<file path="src/rtl/hd44780_responder.sv">
// Display-side model of the HD44780 8-bit write interface: decodes strobed writes into an
// 80-byte DDRAM, address counter and mode registers, with emulated busy timing.
module hd44780_responder #(
  parameter int unsigned CMD_CYCLES   = 20,
  parameter int unsigned CLEAR_CYCLES = 2500
) (
  input  logic       clk,
  input  logic       rst,
  input  logic       e,
  input  logic       rs,
  input  logic [7:0] db,
  input  logic [6:0] raddr,
  output logic [7:0] rdata,
  output logic       busy,
  output logic [6:0] ac,
  output logic       disp_on,
  output logic       cursor_on,
  output logic       blink_on,
  output logic       entry_id,
  output logic       entry_s,
  output logic       fs_dl,
  output logic       fs_n,
  output logic       fs_f,
  output logic [5:0] shift_off,
  output logic       err
);

  localparam int unsigned MaxCycles = (CLEAR_CYCLES > CMD_CYCLES) ? CLEAR_CYCLES : CMD_CYCLES;
  localparam int unsigned CntW      = $clog2(MaxCycles + 1);

  typedef enum logic [1:0] {StInitFill, StIdle, StBusy, StFill} state_e;

  state_e          state;
  logic            e_q, rs_l, sel_cg;
  logic [7:0]      db_l;
  logic [6:0]      fcnt;
  logic [CntW-1:0] bcnt;
  logic [7:0]      mem [80];
  logic            wr;
  logic [7:0]      map;
  logic            mem_we;
  logic [6:0]      mem_addr;
  logic [7:0]      mem_wdata;

  // Returns {valid, linear index} for a DDRAM address under the current line mode.
  function automatic logic [7:0] ddram_map(input logic [6:0] a, input logic n);
    if (n) begin
      if (a <= 7'h27) return {1'b1, a};
      if (a >= 7'h40 && a <= 7'h67) return {1'b1, a - 7'd24};
      return 8'h00;
    end
    if (a <= 7'h4f) return {1'b1, a};
    return 8'h00;
  endfunction

  function automatic logic [6:0] ac_step(input logic [6:0] a, input logic up, input logic cg,
                                         input logic n);
    if (cg) return up ? {1'b0, a[5:0] + 6'd1} : {1'b0, a[5:0] - 6'd1};
    if (n) begin
      if (up) return (a == 7'h27) ? 7'h40 : (a == 7'h67) ? 7'h00 : a + 7'd1;
      return (a == 7'h40) ? 7'h27 : (a == 7'h00) ? 7'h67 : a - 7'd1;
    end
    if (up) return (a == 7'h4f) ? 7'h00 : a + 7'd1;
    return (a == 7'h00) ? 7'h4f : a - 7'd1;
  endfunction

  function automatic logic [5:0] so_step(input logic [5:0] so, input logic up);
    if (up) return (so == 6'd39) ? 6'd0 : so + 6'd1;
    return (so == 6'd0) ? 6'd39 : so - 6'd1;
  endfunction

  assign wr  = ~e & e_q;
  assign map = ddram_map(ac, fs_n);

  always_comb begin
    mem_we    = 1'b0;
    mem_addr  = fcnt;
    mem_wdata = 8'h20;
    if (state == StInitFill || state == StFill) begin
      mem_we = 1'b1;
    end else if (wr && !busy && rs_l && !sel_cg && map[7]) begin
      mem_we    = 1'b1;
      mem_addr  = map[6:0];
      mem_wdata = db_l;
    end
  end

  // DDRAM has no reset; INIT_FILL rewrites it after every reset.
  always_ff @(posedge clk) begin
    if (mem_we) mem[mem_addr] <= mem_wdata;
  end

  always_ff @(posedge clk or negedge rst) begin
    if (!rst) begin
      state     <= StInitFill;
      busy      <= 1'b1;
      e_q       <= 1'b0;
      rs_l      <= 1'b0;
      db_l      <= 8'h00;
      sel_cg    <= 1'b0;
      fcnt      <= 7'd0;
      bcnt      <= '0;
      rdata     <= 8'h00;
      ac        <= 7'd0;
      disp_on   <= 1'b0;
      cursor_on <= 1'b0;
      blink_on  <= 1'b0;
      entry_id  <= 1'b1;
      entry_s   <= 1'b0;
      fs_dl     <= 1'b1;
      fs_n      <= 1'b0;
      fs_f      <= 1'b0;
      shift_off <= 6'd0;
      err       <= 1'b0;
    end else begin
      e_q <= e;
      if (e) begin
        rs_l <= rs;
        db_l <= db;
      end
      rdata <= (raddr < 7'd80) ? mem[raddr] : 8'h00;

      unique case (state)
        StInitFill: begin
          fcnt <= fcnt + 7'd1;
          if (fcnt == 7'd79) begin
            state <= StIdle;
            busy  <= 1'b0;
          end
        end
        StFill: begin
          fcnt <= fcnt + 7'd1;
          bcnt <= bcnt - 1'b1;
          if (fcnt == 7'd79) state <= StBusy;
        end
        StBusy: begin
          if (bcnt == '0) begin
            state <= StIdle;
            busy  <= 1'b0;
          end else begin
            bcnt <= bcnt - 1'b1;
          end
        end
        default: ;
      endcase

      if (wr) begin
        if (busy) begin
          err <= 1'b1;
        end else if (rs_l || db_l != 8'h00) begin
          busy  <= 1'b1;
          state <= StBusy;
          bcnt  <= CntW'(CMD_CYCLES - 1);
          if (rs_l) begin
            if (!sel_cg && !map[7]) err <= 1'b1;
            ac <= ac_step(ac, entry_id, sel_cg, fs_n);
            if (entry_s) shift_off <= so_step(shift_off, entry_id);
          end else begin
            priority casez (db_l)
              8'b1???????: begin
                sel_cg <= 1'b0;
                ac     <= db_l[6:0];
              end
              8'b01??????: begin
                sel_cg <= 1'b1;
                ac     <= {1'b0, db_l[5:0]};
              end
              8'b001?????: begin
                fs_dl <= db_l[4];
                fs_n  <= db_l[3];
                fs_f  <= db_l[2];
              end
              8'b0001????: begin
                if (db_l[3]) shift_off <= so_step(shift_off, db_l[2]);
                else         ac        <= ac_step(ac, db_l[2], sel_cg, fs_n);
              end
              8'b00001???: begin
                disp_on   <= db_l[2];
                cursor_on <= db_l[1];
                blink_on  <= db_l[0];
              end
              8'b000001??: begin
                entry_id <= db_l[1];
                entry_s  <= db_l[0];
              end
              8'b0000001?: begin
                ac        <= 7'd0;
                shift_off <= 6'd0;
                sel_cg    <= 1'b0;
                bcnt      <= CntW'(CLEAR_CYCLES - 1);
              end
              default: begin
                // Clear: busy count spans the 80-cycle fill plus the remaining wait.
                ac        <= 7'd0;
                entry_id  <= 1'b1;
                shift_off <= 6'd0;
                sel_cg    <= 1'b0;
                fcnt      <= 7'd0;
                state     <= StFill;
                bcnt      <= CntW'(CLEAR_CYCLES - 1);
              end
            endcase
          end
        end
      end
    end
  end

endmodule

</file>
<file path="config.mk">
export PLATFORM = sky130hd
export DESIGN_NAME = hd44780_responder
export DESIGN_NICKNAME = d
export VERILOG_FILES = /design/src/rtl/hd44780_responder.sv
export SDC_FILE = /design/constraint.sdc
export NUM_CORES = 1
export LEC_CHECK = 0
export ABC_AREA = 1
export ABC_CLOCK_PERIOD_IN_PS = 6560
export CAP_MARGIN = 20
export CORE_ASPECT_RATIO = 0.75
export CORE_MARGIN = 2
export CORE_UTILIZATION = 45
export DETAILED_ROUTE_END_ITERATION = 12
export PLACE_DENSITY = 0.65
export SYNTH_ARGS = -nofsm -noshare
export SYNTH_HDL_FRONTEND = slang
export SYNTH_SLANG_ARGS = --single-unit
export TNS_END_PERCENT = 100
</file>
<file path="constraint.sdc">
create_clock -name clk -period 6.56 [get_ports clk]
set_input_delay 1.312 -clock clk [delete_from_list [all_inputs] [get_ports clk]]
set_output_delay 1.312 -clock clk [all_outputs]
set_load 0.02 [all_outputs]
</file>
Word level (Yosys, flattened, before mapping)

Memory sizes are Yosys's and may differ from the RTL's.
Cells that the tools add are included.

Flip-flop bits (word level): 63
Memory bits (writable): 640
Memories: 1

Memories:

| name | words | width | rd ports | clocked after Yosys merged registers in | write ports | RTL line | source |
|---|---|---|---|---|---|---|---|
| mem  | 80    | 8     | 1        | 0                                       | 1           | 38       | `logic [7:0] mem [80];` |

$add $sub $neg: 9
Order comparisons: 5
Equal/unequal tests: 19
Muxes and demuxes: 160
Bitwise logic cells: 6
Reductions and logical operators: 34

Operator list:

| kind                  | count |
|---|---|
| $mux 7                | 32 |
| $mux 8                | 11 |
| $mux 1                | 87 |
| $mux 12               | 6 |
| $mux 6                | 11 |
| $reduce_and 5->1      | 6 |
| $eq 7x7->1 const B    | 4 |
| $pmux 7 s4            | 1 |
| $pmux 12 s2           | 1 |
| $add 7x1->7 const B   | 2 |
| $le 7x7->1 const B    | 2 |
| $add 6x1->6 const B   | 2 |
| $logic_not 12->1      | 1 |
| $mux 2                | 6 |
| $pmux 6 s2            | 1 |
| $reduce_or 6->1       | 2 |
| $sub 12x1->12 const B | 1 |
| $sub 6x1->6 const B   | 2 |
| $reduce_bool 8->1     | 1 |
| $eq 7x1->1 const B    | 1 |
| $eq 7x6->1 const B    | 1 |
| $ge 7x7->1 const B    | 1 |
| $le 7x6->1 const B    | 1 |
| $logic_not 7->1       | 1 |
| 30 further kinds      | 49 |

Longest topological paths before layout

Word-level depth: 28
Depth in mapped cells: 15
Mapped depth without buffers: 15

Worst setup path before layout

OpenSTA, ideal clock, no wires.

Path kind: input port to flip-flop
Start: input port e
End: memory mem[0][0] (data pin)
Arrival: 4.167 ns
Data required time: 5.986 ns
Path slack: 1.819 ns
Stages: 7
Path through: buf_2 nor2_1 nand2_1 nor3_2 nand4_4 buf_4 nor2_1

Longest elaborated chain between the ends: 8

Ends and longest elaborated chain:

| what                           | RTL line | source |
|---|---|---|
| start: declaration             | 9        | `input logic e,` |
| $not 1->1                      | 72       | `assign wr = ~e & e_q;` |
| $and 1x1->1                    | 72       |  |
| $logic_and 1x1->1 (4 in a row) | 81       | `end else if (wr && !busy && rs_l && !sel_cg && map[7]) begin` |
| $mux 8                         | 81       |  |
| $mux 8                         | 79       | `if (state == StInitFill \|\| state == StFill) begin` |
| net mem_wdata[0]               | 43       | `logic [7:0] mem_wdata;` |
| end: declaration               | 38       |  |

The timed path passes the listed nets, and every way through them passes these cells.

Worst setup path in the final report

Start: input port e
End: memory mem[74][5], enable pin

Longest elaborated chain between the ends: 10
Elaborated cells on any way between the ends: 12
Those cells by class: 6 x mux; 2 x bitwise; 4 x reduce/logical

Ends and longest elaborated chain:

| what                             | RTL line | source |
|---|---|---|
| $not 1->1 *                      | 72       |  |
| $and 1x1->1 *                    | 72       |  |
| $logic_and 1x1->1 * (4 in a row) | 81       |  |
| $mux 1                           | 81       |  |
| $mux 1                           | 79       |  |
| $mux 1                           | 90       | `if (mem_we) mem[mem_addr] <= mem_wdata;` |
| $mux 1 (implied by the code)     | 90       |  |

Mark *: on every way between the ends. The rest lies on a longest branch, timed or not.

==> results_dict.tcl <==
set metrics [dict create \
    antenna_cells 0 \
    setup_viol 0 \
    most-common-layout-cells "edfxtp_1, nor2_1, o21ai_0, nand2_1, nand3_1" \
    critPathCaptureType "register" \
    synth_edf_count 640 \
    ir_drop_uv 218 \
    vias 21100 \
    setup_ws_ns 1.68 \
    dp_hpwl_um 49700 \
    wire_per_inst_um 23.0 \
    tightest_slew_ns 1.15 \
    antenna_found_initial 0 \
    root_buffer "clkbuf_16" \
    layout.nets 2617 \
    grt_pass1_vias 19900 \
    fp.dieW_um 302 \
    avgSynthCellArea_um2 11.6 \
    fin_tns_setup_ns 0 \
    seq_area_frac_synth_pct 69.5 \
    htree_levels 3 \
    grt.busiest_layer "met1" \
    synth_area_um2 29900 \
    die_y_um 227 \
    power_leakage_nw 10.4 \
    die_area_um2 68600 \
    rsz0062_at_grt "false" \
    cts_resized 0 \
    grtUsageMet2_pct 34.6 \
    fmax_mhz 205 \
    num_rows 81 \
    path_class "input port to register" \
    worstRegToRegCells 13 \
    dr.first_iter.drc_count 3179 \
    slew_headroom_pct 23.7 \
    grt_pass1_wl_um 122000 \
    synth_seq_cells 703 \
    dp_slack_ns 1.17 \
    ios 50 \
    grtUsageTotal_pct 23.5 \
    crit_path_max_fanout 20 \
    grtUsageMet1_pct 35.3 \
    ant_nets 0 \
    holdWs_ns 0.505 \
    synthArstFlopShare_pct 8.96 \
    wl_um 80400 \
    min_path_type "register to register" \
    holdPathStages 2 \
    ctsHoldBuffers 0 \
    clock_latency_ns 0.62 \
    drive_above_1_share_pct 7.15 \
    viasPerCell 6.02 \
    syn_inst 2584 \
    numCtsBuffers 70 \
    core_um2 65500 \
    p_per_area_nw_per_um2 280 \
    cts_tree "done" \
    port_buffers 49 \
    dr.pass1.iters 6 \
    area.growth.synth_to_final_pct 12.2 \
    grt_overflow 0 \
    startpoint_type "input port" \
    drv_slew 0 \
    drc 0 \
    gp_congestion 0.938 \
    cts_setup_buffers 0 \
    cap_violations 0 \
    hold_viol 0 \
    synth_cell_types 46 \
    arrival_ns 5.12 \
    finalCritPeriodShare_pct 74.4 \
    fin_crit_ns 4.88 \
    cts_buffer_depth 3 \
    regToRegSetupSlack_ns 2.10 \
    start_util_pct 45.7 \
    synth_nets 2620 \
    fin_skew_ns 0.0182 \
    use_met3_pct 5.68 \
    final_common_cell "edfxtp_1" \
    ys_warn_count 0 \
    worstPathRequired_ns 6.80 \
    grt_max_degree 188 \
    clkTransAtPathRegs_ns 0.06 \
    synth_flop_cell "edfxtp_1" \
    status "finished clean" \
    clock_sinks 703 \
]
[through the flow]
step	cell area [um2]	instances	total power, W	util [%]
6_report	33600	3502	0.00939	51.3
5_1_grt	33600	3502	0.00965	51.3
4_1_cts	33600	3500	0.00945	51.3
3_5_place_dp	31200	3378	0.00533	47.6
3_3_place_gp	31200	3378	0.00532	47.6
2_1_floorplan	29900	2584	0.00518	-
[synth_stat cells, types with 10 or more instances]
master	n	area, um2
inv_1	102	383
nor3_1	14	70.1
nand2_1	233	875
o211ai_1	38	285
nor2_1	517	1940
o22ai_1	13	81.3
a21oi_1	42	210
nand3_1	150	751
edfxtp_1	640	19200
nand4_1	10	62.6
buf_2	19	95.1
dfrtp_1	60	1500
ha_1	17	213
clkbuf_1	126	473
o221ai_1	133	1160
o21ai_0	379	1900
[sequential cells by signal, summed over array words and instances (netlist names), 2 cells and up]
signal / count
mem: 640
bcnt: 12
db_l: 8
rdata: 8
ac: 7
fcnt: 7
shift_off: 6
state: 2
[where the power goes]
| part | switching, W | internal [W] | total, W | leakage (nW) |
|---|---|---|---|---|
| clock | 0.00171 | 0.00244 | 0.00415 | 1.14 |
| sequential | 0.0000103 | 0.00483 | 0.00484 | 5.56 |
| combinational | 0.000299 | 0.000107 | 0.000406 | 3.70 |
[path summary, 6_finish.rpt]
path	startpoint	end
max	e	mem[74][5]
min in group asynchronous	rst	shift_off[0]
max reg2reg	ac[0]	mem[74][5]
min	fs_f	fs_f
max in group asynchronous	rst	rdata[6]
min reg2reg	fs_f	fs_f
[logic make-up (layout without fill, tap and decap cells)]
group                    Yosys count  count (layout)  share of synthesized area (%)
flip-flops                       703             703                           69.5
XOR/XNOR                          11              11                          0.322
AND/OR/NAND/NOR                  954             954                           13.2
adder cells (fa/ha/maj)           17              17                          0.711
AO/OA/AOI/OAI                    632             632                           12.8
buffers and inverters            267             314                           3.45
[per-layer routing]
| layer | vias up | routed length (um) |
|---|---|---|
| met5 | - | 0 |
| met4 | 0 | 1540 |
| li1 | 9424 | - |
| met2 | 1169 | 35000 |
| met1 | 10400 | 35100 |
| met3 | 133 | 8850 |
[critical path, stage by stage]
cell and delay [ns]:
clkdlybuf4s50_1 0.39, buf_4 0.19, nor2_1 0.25, nand2_1 0.14, nor3_2 0.29, nand4_4 0.40
o21ai_1 0.41, inv_2 0.08, nor2_2 0.16, nand3_1 0.66, nor2_1 0.82
[final cells by class]
class                      instances  area [um2]
tap                              871        1090
multi-input combinational       1614        8140
sequential                       703       20800
clock buffer                      71        1760
fill                            5603       31900
inverter                         112         429
timing repair buffer              80         747
clock inverter                    51         613
No activity file was read; power rests on OpenSTA's default activity.
